<file path="src/rtl/dtlb_miss_fill.sv">
// DTLB miss queue with deduplication and a page-walk request / TLB refill sequencer.
// Misses are queued in a small circular FIFO and walked one at a time.
`ifndef dtlbData_width
`define dtlbData_width 64
`endif

module dtlb_miss_fill #(
  parameter int DEPTH      = 4,
  parameter int DATA_WIDTH = `dtlbData_width
) (
  input  logic                  clk,
  input  logic                  rst,
  input  logic                  miss_en,
  input  logic [50:0]           miss_addr,
  output logic                  miss_full,
  output logic                  miss_ovf,
  output logic                  walk_req_valid,
  input  logic                  walk_req_ready,
  output logic [50:0]           walk_req_addr,
  input  logic                  walk_rsp_valid,
  input  logic [DATA_WIDTH-1:0] walk_rsp_data0,
  input  logic [DATA_WIDTH-1:0] walk_rsp_data1,
  input  logic [DATA_WIDTH-1:0] walk_rsp_data2,
  input  logic                  walk_rsp_fault,
  output logic [50:0]           tlb_write_addr,
  output logic [DATA_WIDTH-1:0] tlb_write_data0,
  output logic [DATA_WIDTH-1:0] tlb_write_data1,
  output logic [DATA_WIDTH-1:0] tlb_write_data2,
  output logic                  tlb_write_wen,
  output logic                  tlb_write_invl,
  output logic                  tlb_write_xstant,
  input  logic                  flush,
  output logic                  busy
);

  localparam int PW = (DEPTH > 1) ? $clog2(DEPTH) : 1;

  typedef enum logic [1:0] {
    IDLE  = 2'd0,
    REQ   = 2'd1,
    WAIT  = 2'd2,
    WRITE = 2'd3
  } state_e;

  state_e                state_q;
  logic [50:0]           mem_q [DEPTH];
  logic [PW-1:0]         rd_ptr_q;
  logic [PW-1:0]         wr_ptr_q;
  logic [PW:0]           count_q;
  logic [50:0]           addr_q;
  logic                  drop_q;
  logic                  req_valid_q;
  logic                  wen_q;
  logic                  invl_q;
  logic                  ovf_q;
  logic [DATA_WIDTH-1:0] data0_q;
  logic [DATA_WIDTH-1:0] data1_q;
  logic [DATA_WIDTH-1:0] data2_q;

  logic dup_s;
  logic full_s;
  logic accept_s;
  logic push_s;
  logic pop_s;

  // Duplicate detection against the live queue window and the in-flight walk.
  always_comb begin
    dup_s = (state_q != IDLE) && (miss_addr == addr_q);
    for (int i = 0; i < DEPTH; i++) begin
      dup_s = dup_s | (({1'b0, PW'(i) - rd_ptr_q} < count_q) && (mem_q[i] == miss_addr));
    end
    full_s   = (count_q == (PW+1)'(DEPTH));
    accept_s = miss_en & ~flush & ~dup_s;
    push_s   = accept_s & ~full_s;
    pop_s    = (state_q == IDLE) & (count_q != '0) & ~flush;
  end

  // Miss FIFO storage, pointers, occupancy and overflow pulse.
  always_ff @(posedge clk or negedge rst) begin
    if (!rst) begin
      for (int i = 0; i < DEPTH; i++) mem_q[i] <= 51'd0;
      rd_ptr_q <= '0;
      wr_ptr_q <= '0;
      count_q  <= '0;
      ovf_q    <= 1'b0;
    end else begin
      ovf_q <= accept_s & full_s;
      if (flush) begin
        rd_ptr_q <= '0;
        wr_ptr_q <= '0;
        count_q  <= '0;
      end else begin
        if (push_s) begin
          mem_q[wr_ptr_q] <= miss_addr;
          wr_ptr_q        <= wr_ptr_q + PW'(1);
        end
        if (pop_s) rd_ptr_q <= rd_ptr_q + PW'(1);
        count_q <= count_q + (PW+1)'(push_s) - (PW+1)'(pop_s);
      end
    end
  end

  // Walk sequencer with registered request and TLB write outputs.
  always_ff @(posedge clk or negedge rst) begin
    if (!rst) begin
      state_q     <= IDLE;
      addr_q      <= 51'd0;
      drop_q      <= 1'b0;
      req_valid_q <= 1'b0;
      wen_q       <= 1'b0;
      invl_q      <= 1'b0;
      data0_q     <= '0;
      data1_q     <= '0;
      data2_q     <= '0;
    end else begin
      case (state_q)
        IDLE: begin
          wen_q  <= 1'b0;
          invl_q <= 1'b0;
          if (pop_s) begin
            addr_q      <= mem_q[rd_ptr_q];
            req_valid_q <= 1'b1;
            state_q     <= REQ;
          end
        end
        REQ: begin
          // A handshake already seen by the walker must still be drained.
          if (walk_req_ready) begin
            req_valid_q <= 1'b0;
            drop_q      <= flush;
            state_q     <= WAIT;
          end else if (flush) begin
            req_valid_q <= 1'b0;
            state_q     <= IDLE;
          end
        end
        WAIT: begin
          if (walk_rsp_valid) begin
            drop_q <= 1'b0;
            if (drop_q | flush) begin
              state_q <= IDLE;
            end else begin
              data0_q <= walk_rsp_data0;
              data1_q <= walk_rsp_data1;
              data2_q <= walk_rsp_data2;
              invl_q  <= walk_rsp_fault;
              wen_q   <= 1'b1;
              state_q <= WRITE;
            end
          end else begin
            drop_q <= drop_q | flush;
          end
        end
        WRITE: begin
          wen_q   <= 1'b0;
          invl_q  <= 1'b0;
          state_q <= IDLE;
        end
        default: begin
          req_valid_q <= 1'b0;
          wen_q       <= 1'b0;
          invl_q      <= 1'b0;
          drop_q      <= 1'b0;
          state_q     <= IDLE;
        end
      endcase
    end
  end

  assign miss_full        = full_s;
  assign miss_ovf         = ovf_q;
  assign walk_req_valid   = req_valid_q;
  assign walk_req_addr    = addr_q;
  assign tlb_write_addr   = addr_q;
  assign tlb_write_data0  = data0_q;
  assign tlb_write_data1  = data1_q;
  assign tlb_write_data2  = data2_q;
  assign tlb_write_wen    = wen_q;
  assign tlb_write_invl   = invl_q;
  assign tlb_write_xstant = 1'b0;
  assign busy             = (state_q != IDLE) | (count_q != '0);

endmodule

</file>
<file path="config.mk">
export PLATFORM = sky130hd
export DESIGN_NAME = dtlb_miss_fill
export DESIGN_NICKNAME = d
export VERILOG_FILES = /design/src/rtl/dtlb_miss_fill.sv
export SDC_FILE = /design/constraint.sdc
export NUM_CORES = 1
export LEC_CHECK = 0
export ABC_AREA = 1
export CELL_PAD_IN_SITES_DETAIL_PLACEMENT = 1
export CELL_PAD_IN_SITES_GLOBAL_PLACEMENT = 1
export CORE_MARGIN = 2
export CORE_UTILIZATION = 39
export CTS_BUF_LIST = sky130_fd_sc_hd__clkbuf_16
export DETAILED_ROUTE_END_ITERATION = 16
export GPL_TIMING_DRIVEN = 0
export PLACE_DENSITY = 0.87
export SYNTH_ARGS = -nofsm -noshare
export SYNTH_HDL_FRONTEND = slang
export SYNTH_SLANG_ARGS = --single-unit
</file>
<file path="constraint.sdc">
create_clock -name clk -period 8.8 [get_ports clk]
set_input_delay 0.88 -clock clk [delete_from_list [all_inputs] [get_ports clk]]
set_output_delay 0.88 -clock clk [all_outputs]
set_load 0.01 [all_outputs]
</file>
==> results.ini <==
[timing]
maxSlewViolCount = 0
rsz0062_at_grt = no
finalSetupViolations = 0
period_share_pct = 55.37
slew_headroom_pct = 17.17
tightestPinTransition_ps = 1243
setup_tns_ps = 0
period_minus_slack_ps = 4872
holdWs_ps = 143.2
skew_ps = 24.14
fmax_mhz = 205.2
hold_violations = 0

[clocking]
path_clk_slew_ps = 60
ctsResizeCount = 0
cts_buffers = 54
clock_latency_ps = 630
tritoncts = done
root_buffer = clkbuf_16
cts_setup_buffers = 0
clkSinkCount = 461
clockBufferDepth = 3
h-tree-depth = 2
hold_buffers = 0

[floorplanning]
rows = 92
ioPinCount = 551
start_util_pct = 39.30
dieWidth_um = 255.7
die_area_um2 = 65360
die_h_um = 255.7
core_area_um2 = 62850

[synth]
synth_nets = 3725
synth_ff_type = dfrtp_1
yosysWarnings = 0
syn_avg_cell_area_um2 = 7.137
syn-cell-area_um2 = 24700
syn_inst = 3461
synth_seq_cells = 461
ys_seq_area_share_pct = 46.70
async_flop_share_pct = 100.0
synth-edff-count = 0
synth.distinct_cells = 33

[drt]
dr.pass1.iters = 5
wirelength_mm = 119.8
drcViolationCount = 0
vias = 26530
wl_per_cell_um = 24.27
vias_per_cell = 5.375
ant_nets = 0
drt-initial-drc-count = 2203

[critical_path]
crit_path_start_kind = register
crit_slowest_cell = clkbuf_1
path_max_fanout = 10
cp_common_cell = nor2_1
cp_data_arrival_time_ps = 5370
cp_slowest_stage_delay_ps = 790
path_delay_family = simple AND/OR/NAND/NOR gates
cp-end-kind = register
cp.buffers_inverters = 5
path_cells = inv_1 > nor2_1 > clkbuf_1 > nor2_1 > inv_1 > ha_1 > a21oi_1 > nor2_1 > nor2_1 > nand2_1 > nor2_1 > nand2_1 > nand2_1 > nor2_4 > nand3_1 > ha_1 > inv_1 > ha_1 > inv_1 > fa_1 > o21ai_0 > a21oi_1
worstPathRequired_ps = 9290
path_class = register to register
regToRegSetupSlack_ps = 3930

[pwr]
max-vdd-ir-drop_v = 0.0001846
p_leak_uw = 0.01660
p_per_area_nw_per_um2 = 315.5
finalPower_uw = 10280

[global_routing]
track_usage_pct = 35.92
grt_pass1_wl_mm = 176.7
antenna_found_initial = 30
grt_max_degree = 116
globalRoute.totalOverflow = 0
grt_pass1_vias = 27560

[layout]
drive_gt1_share_pct = 6.742
final_cell_area_um2 = 32590
nets = 4287
syn2layout_area_growth_pct = 31.94
fin_util_pct = 51.85

[worst_hold_path]
hold_path.class = input pin to async pin

[placed_design]
dpl_cell_area_um2 = 30900
port_buffers = 502
place_congestion = 0.9840
dp_hpwl_mm = 89.08

[flow_run]
max_cap_viol_count = 0

[outcome]
status = completed

## cells by family after synthesis
family	synth area share (%)
other	0.01518
adders and majority gates	0.7396
AOI/OAI and AO/OA	2.654
muxes	0.04559
buffers and inverters	10.08
and+or+nand+nor	37.46
DFF	46.70
xor gates and xnor gates	2.305
## layout make-up
| class | count | area, µm² |
|---|---|---|
| timing repair buffer | 506 | 5140 |
| clock buffer | 54 | 1351 |
| fill | 7949 | 30260 |
| buffer | 265 | 1514 |
| tap | 846 | 1059 |
| inverter | 260 | 975.9 |
| multi-input combinational | 2475 | 10670 |
| sequential | 461 | 11540 |
| antenna | 25 | 62.56 |
| clock inverter | 43 | 276.5 |
## routing by layer
metal | wire [µm] | GRT usage, %
met1 | 43990 | 41.73
met2 | 55710 | 58.20
met3 | 11800 | 10.90
met4 | 8212 | 22.17
met5 | 55 | 0
## stage by stage
stage               cells  worst slack, ps
finish               4935             3928
CTS                  4910             4116
floorplan            3461             5571
global route         4928             3683
detailed placement   4813             4154
global placement     4809           -15070
## sequential cells by signal, indices dropped and copies added (netlist names), 2 cells and up
name / cells
state_q: 2
mem_q: 204
rd_ptr_q: 2
tlb_write_data1: 64
count_q: 3
tlb_write_data0: 64
tlb_write_data2: 64
tlb_write_addr: 51
wr_ptr_q: 2
## cells in the mapped netlist (all sizes together) (2+ instances only)
cell type	instances	area [µm²]
xor2	26	227.7
o2111ai	29	254.0
nor2	165	634.4
o21ai	67	335.3
inv	259	972.2
nand4	235	1495
xnor2	39	341.6
ha	13	162.7
nand3	15	80.08
clkbuf	99	371.6
nor3	5	30.03
buf	166	1142
nand2	1868	7012
dfrtp	461	11540
a21oi	5	28.78
o211ai	2	15.01
## power by group
group	total (µW)	switching, µW	internal, µW
Clock	2160	968	1190
Sequential	3710	792	2920
Combinational	4410	2530	1890
Total	10300	4290	6000
## cells in the final DEF (no fill, tap or decap), types with 14 or more instances in the layout
cell and instances:
nand2_1 1868, clkdlybuf4s50_1 501, dfrtp_1 461, nand4_1 231
inv_1 230, nor2_1 163, clkbuf_1 99, buf_4 93
o21ai_0 57, clkbuf_16 54, inv_2 45, buf_2 40
xnor2_1 39, o2111ai_1 29, xor2_1 26, diode_2 25
clkinv_1 17, buf_1 17, buf_6 16, nand3_1 14
## worst reg2reg max path, cell delays in order, from the launching register on
cell and delay (ps):
dfrtp_1 430, inv_1 100, nor2_1 650, clkbuf_1 800
nor2_1 220, inv_1 110, ha_1 220, a21oi_1 140
nor2_1 80, nor2_1 180, nand2_1 170, nor2_1 120
nand2_1 90, nand2_1 120, nor2_4 70, nand3_1 130
ha_1 260, inv_1 60, ha_1 130, inv_1 50
fa_1 370, o21ai_0 180, a21oi_1 60
## final timing paths
check / start / endpoint / depth (start not counted)
max in group asynchronous: rst / tlb_write_data0[53]$_DFFE_PN0P_ / 3
hold / removal: rst / tlb_write_addr[6]$_DFFE_PN0P_ / 1
setup / recovery: rd_ptr_q[1]$_DFFE_PN0P_ / count_q[2]$_DFF_PN0_ / 22
min in group clk: tlb_write_data0[53]$_DFFE_PN0P_ / tlb_write_data0[53]$_DFFE_PN0P_ / 2
setup reg to reg: rd_ptr_q[1]$_DFFE_PN0P_ / count_q[2]$_DFF_PN0_ / 22
hold reg to reg: tlb_write_data0[53]$_DFFE_PN0P_ / tlb_write_data0[53]$_DFFE_PN0P_ / 2
Note: power is estimated with default switching activity, not from simulation.
